[config.mk]
export PLATFORM = sky130hd
export DESIGN_NAME = wrap_event_monitor
export DESIGN_NICKNAME = d
export VERILOG_FILES = /design/src/rtl/wrap_mon_pkg.sv /design/src/rtl/wrap_mon_fifo.sv /design/src/rtl/wrap_event_monitor.sv
export SDC_FILE = /design/constraint.sdc
export NUM_CORES = 1
export LEC_CHECK = 0
export BUFFER_PORTS_ARGS = -buffer_cell sky130_fd_sc_hd__buf_4
export CORE_MARGIN = 1
export CORE_UTILIZATION = 25
export DETAILED_ROUTE_END_ITERATION = 6
export HOLD_SLACK_MARGIN = 0.03
export RECOVER_POWER = 50
export SLEW_MARGIN = 20
export SYNTH_ARGS = -nofsm -noshare
export SYNTH_HDL_FRONTEND = slang
export SYNTH_SLANG_ARGS = --single-unit
[constraint.sdc]
create_clock -name clk -period 3.9 [get_ports clk]
set_clock_uncertainty 0.1 [all_clocks]
set_input_delay 1.17 -clock clk [delete_from_list [all_inputs] [get_ports clk]]
set_output_delay 1.17 -clock clk [all_outputs]
set_load 0.1 [all_outputs]
[src/rtl/wrap_mon_pkg.sv]
// Shared types and default widths for the wrap event monitor.
// Optional feature macro: WRAP_MON_TIMESTAMP_EN adds a cycle timestamp to
// every queued wrap entry.
package wrap_mon_pkg;

  localparam int DEF_CNT_W = 8;
  localparam int DEF_DEPTH = 4;
  localparam int DEF_TS_W  = 16;

  // Sequence tracker: SYNC waits for a zero sample, TRACK checks +1 steps.
  typedef enum logic {
    SYNC  = 1'b0,
    TRACK = 1'b1
  } mon_state_e;

  // Default-width queue entry; the top re-declares the same shape with its
  // own parameter values and hands it to the FIFO as a type parameter.
  typedef struct packed {
`ifdef WRAP_MON_TIMESTAMP_EN
    logic [DEF_TS_W-1:0]  ts;
`endif
    logic [DEF_CNT_W-1:0] idx;
  } wrap_entry_t;

  // Expected successor of a 2-bit counter value (3 wraps to 0).
  function automatic logic [1:0] seq_next(input logic [1:0] q);
    return q + 2'd1;
  endfunction

endpackage

[src/rtl/wrap_mon_fifo.sv]
// Synchronous FIFO for wrap entries, parameterised on depth and entry type.
// A push on a full FIFO is taken only when a pop happens in the same cycle.
// Optional feature macro (via the entry type): WRAP_MON_TIMESTAMP_EN.
module wrap_mon_fifo
  import wrap_mon_pkg::*;
#(
  parameter int  DEPTH = DEF_DEPTH,
  parameter type T     = wrap_entry_t
) (
  input  logic                    clk,
  input  logic                    reset,
  input  logic                    i_push,
  input  logic                    i_pop,
  input  T                        i_data,
  output T                        o_head,
  output logic [$clog2(DEPTH):0]  o_level,
  output logic                    o_full
);

  localparam int AW    = $clog2(DEPTH);
  localparam int LVL_W = AW + 1;
  localparam logic [LVL_W-1:0] FULL_LVL = LVL_W'(DEPTH);

  T                 r_mem [DEPTH];
  logic [AW-1:0]    r_wr_ptr;
  logic [AW-1:0]    r_rd_ptr;
  logic [LVL_W-1:0] r_level;
  logic             w_push_ok;
  logic             w_pop_ok;

  assign o_full    = (r_level == FULL_LVL);
  assign w_push_ok = i_push && (!o_full || i_pop);
  assign w_pop_ok  = i_pop && (r_level != '0);
  assign o_head    = r_mem[r_rd_ptr];
  assign o_level   = r_level;

  // Storage write; a full-with-pop push lands in the slot being vacated.
  // NOTE: the data array is deliberately not reset -- occupancy comes only from
  // the pointers and level, so stale contents are never observed.
  always_ff @(posedge clk) begin
    if (w_push_ok) r_mem[r_wr_ptr] <= i_data;
  end

  // Pointer and occupancy bookkeeping; pointers wrap since DEPTH is 2^n.
  // NOTE: non-blocking assignments keep every register reading pre-edge values,
  // so the update order inside this block does not matter.
  always_ff @(posedge clk or posedge reset) begin
    if (reset) begin
      r_wr_ptr <= '0;
      r_rd_ptr <= '0;
      r_level  <= '0;
    end else begin
      if (w_push_ok) r_wr_ptr <= r_wr_ptr + 1'b1;
      if (w_pop_ok)  r_rd_ptr <= r_rd_ptr + 1'b1;
      case ({w_push_ok, w_pop_ok})
        2'b10:   r_level <= r_level + 1'b1;
        2'b01:   r_level <= r_level - 1'b1;
        default: r_level <= r_level;
      endcase
    end
  end

endmodule

[src/rtl/wrap_event_monitor.sv]
// Wrap event monitor: checks that an upstream 2-bit counter advances by one
// each cycle, numbers each valid wrap (done with value 3), queues it and
// hands it downstream over valid/ready. Sticky flags report sequence breaks,
// done inconsistencies and dropped pushes.
// Optional feature macro: WRAP_MON_TIMESTAMP_EN (cycle timestamp per entry,
// adds the out_ts port).
module wrap_event_monitor
  import wrap_mon_pkg::*;
#(
  parameter int CNT_W = DEF_CNT_W,
  parameter int DEPTH = DEF_DEPTH,
  parameter int TS_W  = DEF_TS_W
) (
  input  logic                    clk,
  input  logic                    reset,
  input  logic [1:0]              q_in,
  input  logic                    done_in,
  input  logic                    err_clr,
  output logic                    out_valid,
  input  logic                    out_ready,
  output logic [CNT_W-1:0]        out_data,
`ifdef WRAP_MON_TIMESTAMP_EN
  output logic [TS_W-1:0]         out_ts,
`endif
  output logic [$clog2(DEPTH):0]  level,
  output logic                    err_seq,
  output logic                    err_done,
  output logic                    overflow
);

  localparam int LVL_W = $clog2(DEPTH) + 1;

  typedef struct packed {
`ifdef WRAP_MON_TIMESTAMP_EN
    logic [TS_W-1:0]  ts;
`endif
    logic [CNT_W-1:0] idx;
  } entry_t;

  mon_state_e       r_state;
  mon_state_e       w_state_nxt;
  logic [1:0]       r_q_prev;
  logic [CNT_W-1:0] r_wrap_cnt;
  logic             r_err_seq;
  logic             r_err_done;
  logic             r_overflow;

  logic             w_done_bad;
  logic             w_seq_ok;
  logic             w_seq_bad;
  logic             w_push;
  logic             w_pop;
  logic             w_full;
  logic             w_drop;
  logic [LVL_W-1:0] w_level;
  entry_t           w_push_entry;
  entry_t           w_head;

  assign w_done_bad = (done_in != (q_in == 2'd3));
  assign w_seq_ok   = (q_in == seq_next(r_q_prev));

  // FSM state register.
  always_ff @(posedge clk or posedge reset) begin
    if (reset) r_state <= SYNC;
    else       r_state <= w_state_nxt;
  end

  // FSM next state: lock on a zero sample, drop back on any broken step.
  always_comb begin
    w_state_nxt = r_state;
    case (r_state)
      SYNC:    if (q_in == 2'd0) w_state_nxt = TRACK;
      TRACK:   if (!w_seq_ok)    w_state_nxt = SYNC;
      default: w_state_nxt = SYNC;
    endcase
  end

  // FSM outputs: sequence error and push request, both only while tracking.
  // NOTE: every signal gets a default before the case so no path leaves it
  // unassigned, which would otherwise infer a latch.
  always_comb begin
    w_seq_bad = 1'b0;
    w_push    = 1'b0;
    case (r_state)
      TRACK: begin
        w_seq_bad = !w_seq_ok;
        w_push    = w_seq_ok && !w_done_bad && done_in && (q_in == 2'd3);
      end
      default: ;
    endcase
  end

  // Previous sample; only meaningful while tracking (loads 0 when locking).
  always_ff @(posedge clk or posedge reset) begin
    if (reset)                     r_q_prev <= 2'd0;
    else if (w_state_nxt == TRACK) r_q_prev <= q_in;
  end

  // Wrap index; advances on every push request, dropped or not.
  always_ff @(posedge clk or posedge reset) begin
    if (reset)       r_wrap_cnt <= '0;
    else if (w_push) r_wrap_cnt <= r_wrap_cnt + 1'b1;
  end

`ifdef WRAP_MON_TIMESTAMP_EN
  logic [TS_W-1:0] r_ts;

  // Free-running cycle counter stamped into each entry at push.
  always_ff @(posedge clk or posedge reset) begin
    if (reset) r_ts <= '0;
    else       r_ts <= r_ts + 1'b1;
  end
`endif

  // Assemble the entry pushed this cycle (index already incremented).
  always_comb begin
    w_push_entry     = '0;
    w_push_entry.idx = r_wrap_cnt + 1'b1;
`ifdef WRAP_MON_TIMESTAMP_EN
    w_push_entry.ts  = r_ts;
`endif
  end

  wrap_mon_fifo #(
    .DEPTH (DEPTH),
    .T     (entry_t)
  ) u_fifo (
    .clk     (clk),
    .reset   (reset),
    .i_push  (w_push),
    .i_pop   (w_pop),
    .i_data  (w_push_entry),
    .o_head  (w_head),
    .o_level (w_level),
    .o_full  (w_full)
  );

  assign out_valid = (w_level != '0);
  assign w_pop     = out_valid && out_ready;
  assign w_drop    = w_push && w_full && !w_pop;
  assign level     = w_level;
  assign out_data  = out_valid ? w_head.idx : '0;
`ifdef WRAP_MON_TIMESTAMP_EN
  assign out_ts    = out_valid ? w_head.ts : '0;
`endif

  // Sticky flags: a set in the same cycle as err_clr wins over the clear.
  always_ff @(posedge clk or posedge reset) begin
    if (reset) begin
      r_err_seq  <= 1'b0;
      r_err_done <= 1'b0;
      r_overflow <= 1'b0;
    end else begin
      r_err_seq  <= w_seq_bad  || (r_err_seq  && !err_clr);
      r_err_done <= w_done_bad || (r_err_done && !err_clr);
      r_overflow <= w_drop     || (r_overflow && !err_clr);
    end
  end

  assign err_seq  = r_err_seq;
  assign err_done = r_err_done;
  assign overflow = r_overflow;

endmodule
==> results.md, run 1 <==
- Outcome: finished clean
- FMAX: 303 MHz
- Cells after Synth: about 160
- Ant diodes: 0
- Clock Path Buffers: 2
- Compound-cell area share of the yosys netlist: 0.0212
- WL final: around 3700 µm
- Root Driver: clkbuf_8
- Fin Setup TNS: 0 ns
- Die Wd: 99.2 µm
- Initial core utilization: 0.257
- Placed Cells: just under 300
- Post-route DRC violation count: 0
- Synthesized area per cell: approximately 14 µm²
- Synth Cell Area: between 2000 and 2500 µm²
- Post-Synth Simple-Gate Area: 0.111
- Global-route wire length before repair: around 6300 µm
- CTS Buf Count: 5
- Post-synthesis mux area share: 0.0917
- Clk slew on worst S/H paths: 0.09 ns
- Via density: roughly 4.1
- CP Launch Type: flop
- Final Critical Period: between 3 and 4 ns
- Routability cong.: between 0.6 and 0.7
- Worst-path maximum fanout: 10
- Top_reg_cell synth: edfxtp_1
- Post-synth EDFFs: 32
- Synthesized-area fraction occupied by adder cells: 0.0403
- Layout cells sized above 1: 0.218
- Placed cell areas: 2630 µm²
- Drt pass-1 iters: 4
- R2r worst-path depth: 9
- Main combinational cell family by area after synthesis: simple AND/OR/NAND/NOR gates
- CTS Sinks: 53
- Fillers: roughly 930
- Final Cycle Share: 0.846
- Via count of the first global-routing pass: about 1300
- Die height: 99.2 µm
- Ys Warns: 0
- CP arrival: approximately 2 ns
- Slew Viols, Final: 0
- Worst Tran Pin Value: 0.857 ns
- Relative slew slack: 0.428
- Hold depth: 1
- Sequential area share after synthesis: 0.630
- GRT Resource Usage Total: 0.0843
- Clk_lat worst skew: ~0.30 ns
- Worst Setup Path Type: reg2out
- Post-route cell area: approximately 2700 µm²
- Critical Path Sink Type: output pin
- Gr ovfl total: 0
- Io pins: 22
- Non-Filler Instances: 299
- Largest net degree at the start of global routing: 22
- Final WS setup: 0.602 ns
- Post-DRT Antenna Nets: 0
- Post-DP HPWL: 2620 µm
- XOR/XNOR Fraction of Synth Area: 0.0779
- H-Tree Depth: 2
- Pre-CTS setup slack: ~0.67 ns
- Placeable Area: between 9000 and 10000 µm²
- Hold Crit Class: reg2reg
- PostCTS Resize Cnt: 0
- Final Hold Fails: 0
- Max-cap violations: 0
- Cell row count: 35
- Port Buffers: 21
- RSZ-0062 raised after global routing: no
- CTS Hold Bufs: 0
- Setup repair bufs after CTS: 0
- Post-Syn Nets: ~180
- Library cells used by synthesis: 33
- Register bit total from synthesis: 53
- Initial antenna violation count: 0
- Area Overhead vs Synth: 15.4%
- Total number of vias: between 1000 and 1500
- Setup-failing EPs final: 0
- Die footprint: 9830 µm²
- Drt wl/cell: approximately 12 µm
- CP Data Required Time: around 2.6 ns
- Nets: ~200
- Async SR Flop Fraction: 0.396
- Drt initial violations: 56
- CTS tree: yes
==> per-stage QoR <==
stage | hold WS [ns] | utilization
final | 0.397 | 0.296
after global routing | 0.416 | 0.296
after CTS | 0.395 | 0.297
after detailed placement | 0.378 | 0.286
after global placement | 0.374 | 0.286
after floorplan | 0.361 | -
==> final cells by class <==
cell class                      count  area (µm²)  share of cell area
Sequential cell                    53        1490               0.546
Timing Repair Buffer               21         154              0.0565
Tap cell                          111         139              0.0510
Multi-Input combinational cell     95         808               0.297
Clock inverter                      3        26.3             0.00965
Inverter                           11        41.3              0.0152
Clock buffer                        5        68.8              0.0253
==> final timing paths <==
| kind | from | endpoint | slack, ns |
|---|---|---|---|
| hold / removal | r_wrap_cnt[7]$_DFFE_PP0P_ | r_wrap_cnt[7]$_DFFE_PP0P_ | 0.40 |
| max in group asynchronous | reset | u_fifo.o_level[0]$_DFFE_PP0P_ | 2.22 |
| min in group asynchronous | reset | r_wrap_cnt[5]$_DFFE_PP0P_ | 0.94 |
| setup / recovery | u_fifo.r_rd_ptr[0]$_DFFE_PP0P_ | out_data[1] | 0.60 |
| setup reg to reg | u_fifo.o_level[0]$_DFFE_PP0P_ | u_fifo.o_level[2]$_DFFE_PP0P_ | 1.48 |
| hold reg to reg | r_wrap_cnt[7]$_DFFE_PP0P_ | r_wrap_cnt[7]$_DFFE_PP0P_ | 0.40 |
==> routing by layer <==
| metal | track usage | wire length [µm] | vias up |
|---|---|---|---|
| li1 | - | - | 611 |
| met1 | 0.0993 | 1620 | 608 |
| met2 | 0.145 | 1950 | 14 |
| met3 | 0.0288 | 145 | 2 |
| met4 | 0.0271 | 19 | 0 |
| met5 | 0 | 0 | - |
==> kinds of logic (layout without fill, tap and decap cells) <==
group / Yosys count / after routing
buf+inv: 15 / 40
simple gates: 48 / 48
xor+xnor: 21 / 21
fa+ha+maj: 7 / 7
compound gates: 8 / 8
flops: 53 / 53
mux: 11 / 11
==> registers in the layout, summed over array words and instances, names as in the netlist <==
register / cells
r_wrap_cnt: 8
r_q_prev: 2
u_fifo.r_rd_ptr: 2
r_state: 1
overflow: 1
u_fifo.r_mem: 32
err_seq: 1
u_fifo.r_wr_ptr: 2
err_done: 1
u_fifo.o_level: 3
==> cell usage in the layout, fill, tap and decap left out, types with 2 or more instances in the layout <==
cell	n
buf_4	19
clkbuf_8	5
edfxtp_1	32
nor2b_1	2
xnor2_1	8
nand2b_1	2
nand3_1	3
and2_1	13
o21ai_0	4
clkinv_4	2
inv_1	11
mux4_2	8
nor2_1	10
ha_1	6
xor2_1	13
dfrtp_1	21
nand2_1	9
==> cells in the mapped netlist, drive strengths merged (2+ instances only) <==
| cell | n | area [µm²] |
|---|---|---|
| nor2 | 10 | 37.5 |
| nand2 | 9 | 33.8 |
| or2 | 2 | 12.5 |
| dfrtp | 21 | 526 |
| ha | 6 | 75.1 |
| xnor2 | 8 | 70.1 |
| edfxtp | 32 | 961 |
| mux2 | 2 | 26.3 |
| nand3 | 3 | 15.0 |
| buf | 2 | 16.3 |
| and3 | 2 | 17.5 |
| inv | 11 | 41.3 |
| mux4 | 8 | 180 |
| xor2 | 13 | 114 |
| nor2b | 2 | 12.5 |
| and2 | 14 | 87.6 |
| o21ai | 4 | 20.0 |
| clkbuf | 2 | 7.51 |
| nand2b | 2 | 12.5 |
==> worst max-delay path: stages (launching register included) <==
cell and delay [ns]:
dfrtp_1 0.74, mux4_2 0.59, and2_1 0.17, buf_4 0.23
Power of run 1 is left out: the tool's default activity adds up to more than one toggle a clock period on the data nets, which glitch-free logic cannot reach.
==> run 2: changes to the inputs <==
ABC_AREA = 1   (was default)
clock period = 3 ns   (was 3.9 ns; I/O delays follow)
==> run 2 against run 1 <==
Utilization up 2.0 points. Worst setup slack lost 0.31 ns. Sequential share of layout area shrank 3.7 points. Via count grew 36%. Worst hold slack better by 0.027 ns. Non-clock buffer count increased by 7. Clock-buffer cell count stayed put. Highest routed layer unchanged.
==> results.md, run 2 <==
- Outcome: finished clean
- Setup repair bufs after CTS: 0
- GRT Resource Usage Total: 0.103
- Routability cong.: roughly 0.86
- CP arrival: about 1.7 ns
- Top_reg_cell synth: edfxtp_1
- Clock Path Buffers: 2
- Sequential area share after synthesis: 0.618
- Placed Cells: slightly below 400
- Total number of vias: between 1500 and 2000
- H-Tree Depth: 2
- Final Hold Fails: 0
- Post-DRT Antenna Nets: 0
- CP Launch Type: flop
- Cell row count: 35
- Relative slew slack: 0.457
- Finished Core Util: 0.316
- CTS Hold Bufs: 0
- Synth area leader: edfxtp_1
- WL final: about 4700 µm
- Worst Setup Path Type: reg2out
- Non-Filler Instances: just over 400
- Setup-failing EPs final: 0
- Placeable Area: between 9000 and 10000 µm²
- Post-synth top area share: 0.400
- Via density: 4.16
- Top post-synthesis cells by count: nor2_1, nand2_1, edfxtp_1, inv_1, o21ai_0
- Worst-path maximum fanout: 16
- CP Data Required Time: around 2.0 ns
- Initial core utilization: 0.259
- Nets: ~290
- Max reg flops: 32
- Drt wl/cell: approximately 12 µm
- RSZ-0062 raised after global routing: no
- Fin Setup TNS: 0 ns
- Post-synth EDFFs: 32
- Die height: around 100 µm
- Root Driver: clkbuf_8
- Die Wd: approximately 100 µm
- Commonest non-fill, non-tap cell in the layout: nor2_1
- Post-route DRC violation count: 0
- Final Cycle Share: 0.902
- Port Buffers: 21
- Final Critical Period: between 2 and 3 ns
- Ys Warns: 0
- Die footprint: around 10000 µm²
- Initial antenna violation count: 0
- Biggest register: u_fifo.r_mem
- Library cells used by synthesis: 22
- CTS tree: yes
- Io pins: 22
- Cells after Synth: roughly 240
- CTS Sinks: between 50 and 60
- Post-DP HPWL: about 3400 µm
- Max-cap violations: 0
- Slew Viols, Final: 0
- Via count of the first global-routing pass: between 1500 and 2000
- Commonest non-fill, non-tap cells in the layout: nor2_1, nand2_1, edfxtp_1
- Critical Path Sink Type: output pin
- Drt initial violations: 75
- Register bit total from synthesis: 53
- Hold Crit Class: reg2reg
- PostCTS Resize Cnt: 0
- CTS Buf Count: 5
- Synth top area cells: edfxtp_1, dfrtp_1, nor2_1
- Area Overhead vs Synth: 21.9%
- Ant diodes: 0
- Drt pass-1 iters: 6
- Worst Tran Pin Value: 0.813 ns
- Clk slew on worst S/H paths: 0.10 ns
- Most common cell in the synthesized netlist: nor2_1
- Global-route wire length before repair: slightly below 8000 µm
- Synth Cell Area: between 2000 and 2500 µm²
- Synthesized area per cell: ~10 µm²
- Post-Syn Nets: roughly 260
- Fillers: a little under 1000
- Largest net degree at the start of global routing: 22
- Clk_lat worst skew: approximately 0.30 ns
- Layout cells sized above 1: 0.185
- Gr ovfl total: 0
- FMAX: between 300 and 400 MHz
- Async SR Flop Fraction: 0.396
run 2: cell types whose count changed after synthesis, sizes merged, moves of 3 or more:
cell   delta
o22ai     +3
nor2     +37
nand3     +9
a21oi    +10
mux4      -8
o21ai    +20
nand2    +31
xor2      -7
xnor2     -7
and2     -14
inv      +22
run 2: stage by stage:
| stage | hold WS (ns) | area, µm² | worst slack, ns |
|---|---|---|---|
| 2_1_floorplan | 0.374 | 2510 | 0.0431 |
| 3_3_place_gp | 0.381 | 2850 | 0.341 |
| 3_5_place_dp | 0.398 | 2850 | 0.299 |
| 4_1_cts | 0.426 | 2940 | 0.269 |
| 5_1_grt | 0.447 | 2930 | 0.115 |
| 6_report | 0.424 | 2930 | 0.293 |
run 2: cell type report:
type	instances	area, µm²	share of cell area
multi-input combinational	153	855	0.292
timing repair buffer	28	206	0.0704
tap	129	161	0.0551
clock buffer	5	68.8	0.0235
inverter	33	124	0.0423
sequential	53	1490	0.508
clock inverter	3	26.3	0.00896
run 2: per-layer routing:
metal  part of all wire  track usage
met5                  0            0
met2               0.50        0.184
met4              0.012       0.0334
met3              0.031       0.0223
met1               0.45        0.123
run 2: logic make-up (layout without fill, tap and decap cells):
| logic type | count (synthesis) | after routing | synth area share |
|---|---|---|---|
| simple gates | 101 | 101 | 0.172 |
| flops | 53 | 53 | 0.618 |
| xor+xnor | 7 | 7 | 0.0255 |
| fa+ha+maj | 7 | 7 | 0.0395 |
| buf+inv | 38 | 69 | 0.0640 |
| compound gates | 38 | 38 | 0.0812 |
run 2: final timing paths:
path / start / cells past startpoint / endpoint / slack (ns)
setup / recovery: u_fifo.r_rd_ptr[0]$_DFFE_PP0P_ / 6 / out_data[1] / 0.29
hold / removal: r_wrap_cnt[1]$_DFFE_PP0P_ / 2 / r_wrap_cnt[1]$_DFFE_PP0P_ / 0.42
setup reg to reg: u_fifo.o_level[1]$_DFFE_PP0P_ / 8 / u_fifo.o_level[1]$_DFFE_PP0P_ / 0.76
hold reg to reg: r_wrap_cnt[1]$_DFFE_PP0P_ / 2 / r_wrap_cnt[1]$_DFFE_PP0P_ / 0.42
max in group asynchronous: reset / 2 / u_fifo.o_level[1]$_DFFE_PP0P_ / 1.59
min in group asynchronous: reset / 2 / u_fifo.o_level[2]$_DFFE_PP0P_ / 0.64
run 2: critical path, stage by stage (launching register included):
cell and delay (ns):
dfrtp_1 0.39, buf_4 0.23, nor2_1 0.07, nor2_1 0.07, o21ai_0 0.15, a21oi_4 0.19, buf_4 0.31
Power of run 2 is left out for the same reason.
==> run 3: changes to the inputs <==
CORE_ASPECT_RATIO = 1.2   (was default)
clock period = 2.6 ns   (was 3 ns; I/O delays follow)
==> run 3 against run 2 <==
Global-route usage shrank 0.23 points. Via count shrank 0.77%. Final cell count shrank 0.74%. Sequential cell count is the same. Worst hold slack lost 0.11 ns. Final area grew 4.2%. Clock-buffer cell count grew 1. Routed wire length shrank 2.1%. Die area is essentially flat. Critical path type unchanged. Critical endpoint is now out_data[7].
==> results.md, run 3 (synthesis gave the netlist of run 2 again) <==
- Worst Tran Pin Value: roughly 0.84 ns
- WP buf/inv: 2
- Ant diodes: 0
- Die Wd: about 92 µm
- Max reg flops: 32
- Die height: approximately 110 µm
- Met2 routed WL: between 2000 and 2500 µm
- Total number of vias: between 1500 and 2000
- Drt initial violations: between 80 and 90
- Max layer used: met4
- CTS Buf Count: 5
- Crit path largest cell delay: about 0.47 ns
- FMAX: 394 MHz
- Hold_ws: a little over 0.3 ns
- Cell row count: 38
- Nets: around 300
- Post-DRT Antenna Nets: 0
- CP arrival: between 1.5 and 2 ns
- Io pins: 22
- Final Hold Fails: 0
- Via density: roughly 4.2
- WL final: roughly 4600 µm
- Initial antenna violation count: 0
- Critical Path Stages: 6
- Outcome: finished clean
- Final Cycle Share: 0.977
- Critical Path Sink Type: output pin
- Final Critical Period: 2.54 ns
- Setup repair bufs after CTS: 0
- CTS Hold Bufs: 0
- Clk slew on worst S/H paths: approximately 0.10 ns
- Crit-path cells: buf_12, nor2_1, nor2_1, o21ai_0, a21oi_4, buf_4
- Routability cong.: ~0.8
- Reg-to-reg endpoint: u_fifo.o_level[2]$_DFFE_PP0P_
- RSZ-0062 raised after global routing: yes
- CP Launch Type: flop
- Root Driver: clkbuf_8
- Worst-path maximum fanout: 13
- Port Buffers: 21
- Hold Crit Class: in2async
- Drt wl/cell: between 10 and 15 µm
- Commonest non-fill, non-tap cells in the layout: nor2_1, nand2_1, edfxtp_1
- Setup crit start: u_fifo.r_rd_ptr[0]$_DFFE_PP0P_
- Post-Route M1 WL: 2060 µm
- Slowest-stage cell, CP: dfrtp_2
- Gr ovfl total: 0
- Relative slew slack: 0.438
- Via count of the first global-routing pass: roughly 1700
- CTS Sinks: 53
- GRT Resource Usage Total: 0.100
- R2r startpoint: u_fifo.o_level[1]$_DFFE_PP0P_
- Commonest non-fill, non-tap cell in the layout: nor2_1
- Die footprint: ~10000 µm²
- H-Tree Depth: 2
- Placeable Area: ~9200 µm²
- Post-route DRC violation count: 0
- Setup-failing EPs final: 0
- CP Data Required Time: 1.72 ns
- Global-route wire length before repair: around 8000 µm
- Initial core utilization: 0.262
- Clock Path Buffers: 2
- Slew Viols, Final: 0
- Worst Setup Path Type: reg2out
- Fin Setup TNS: 0 ns
- Crit path top cell by count: nor2_1
- Max-cap violations: 0
- Biggest register: u_fifo.r_mem
- R2r worst-path depth: 9
- Clk_lat worst skew: around 0.3 ns
- Worst setup path end: out_data[7]
- Top Family by Delay on Critical Path: flip-flops
- Drt pass-1 iters: 4
- CTS tree: yes
- Area Overhead vs Synth: 27.0%
- Layout cells sized above 1: 0.206
- Largest net degree at the start of global routing: 18
- Reg2Reg Setup Slack: slightly above 0.3 ns
- Post-DP HPWL: around 3400 µm
- WL met3: between 100 and 150 µm
[run 3: cell count changes in the layout (fill, tap and decap cells not counted), moves of 2 or more]
cell	previous run	this run
buf_4	26	22
dfrtp_2	3	1
inv_2	3	1
inv_4	0	2
dfrtp_4	0	3
buf_6	0	6
clkinv_4	2	0
[run 3: timing repair]
| action | in CTS | in global routing |
|---|---|---|
| hold endpoints to repair | 0 | 0 |
| endpoints found under the setup margin | 8 | 7 |
| resized for setup | 3 | 9 |
[run 3: metal layers]
metal / global-route usage / up-vias
li1: - / 862
met1: 0.118 / 779
met2: 0.182 / 20
met3: 0.0207 / 5
met4: 0.0363 / 0
met5: 0 / -
[run 3: area by class of cell]
class / count / area [µm²]
Inverter: 33 / 129
Clock inverter: 2 / 37.5
Fill cell: 924 / 6120
Multi-Input combinational cell: 153 / 866
Sequential cell: 53 / 1500
Timing Repair Buffer: 34 / 290
Clock buffer: 6 / 82.6
Tap cell: 120 / 150
[run 3: worst min path at each step]
stage,startpoint,endpoint,cells past startpoint
finish,reset,err_seq$_DFF_PP0_,2
global route,reset,err_seq$_DFF_PP0_,2
floorplan,r_wrap_cnt[1]$_DFFE_PP0P_,r_wrap_cnt[1]$_DFFE_PP0P_,2
global placement,r_wrap_cnt[1]$_DFFE_PP0P_,r_wrap_cnt[1]$_DFFE_PP0P_,2
detailed placement,r_wrap_cnt[1]$_DFFE_PP0P_,r_wrap_cnt[1]$_DFFE_PP0P_,2
CTS,reset,err_seq$_DFF_PP0_,2
[run 3: worst reg2reg max path, cell delays in order (launching register included)]
cell and delay, ns:
dfrtp_4 0.51, nor2_2 0.24, nand3_1 0.17, nand4_1 0.16
ha_1 0.15, inv_1 0.06, fa_1 0.37, a21oi_1 0.14
o21ai_0 0.11, xor2_1 0.15
[run 3: stage by stage]
step	worst slack, ns	area [µm²]	util	cells
floorplan	0.0230	2520	-	244
global route	-0.00131	3050	0.333	401
finish	0.0607	3050	0.333	401
detailed placement	0.00367	2910	0.317	393
CTS	0.0195	3040	0.331	401
global placement	0.0818	2910	0.317	393
Power of run 3 is left out for the same reason.
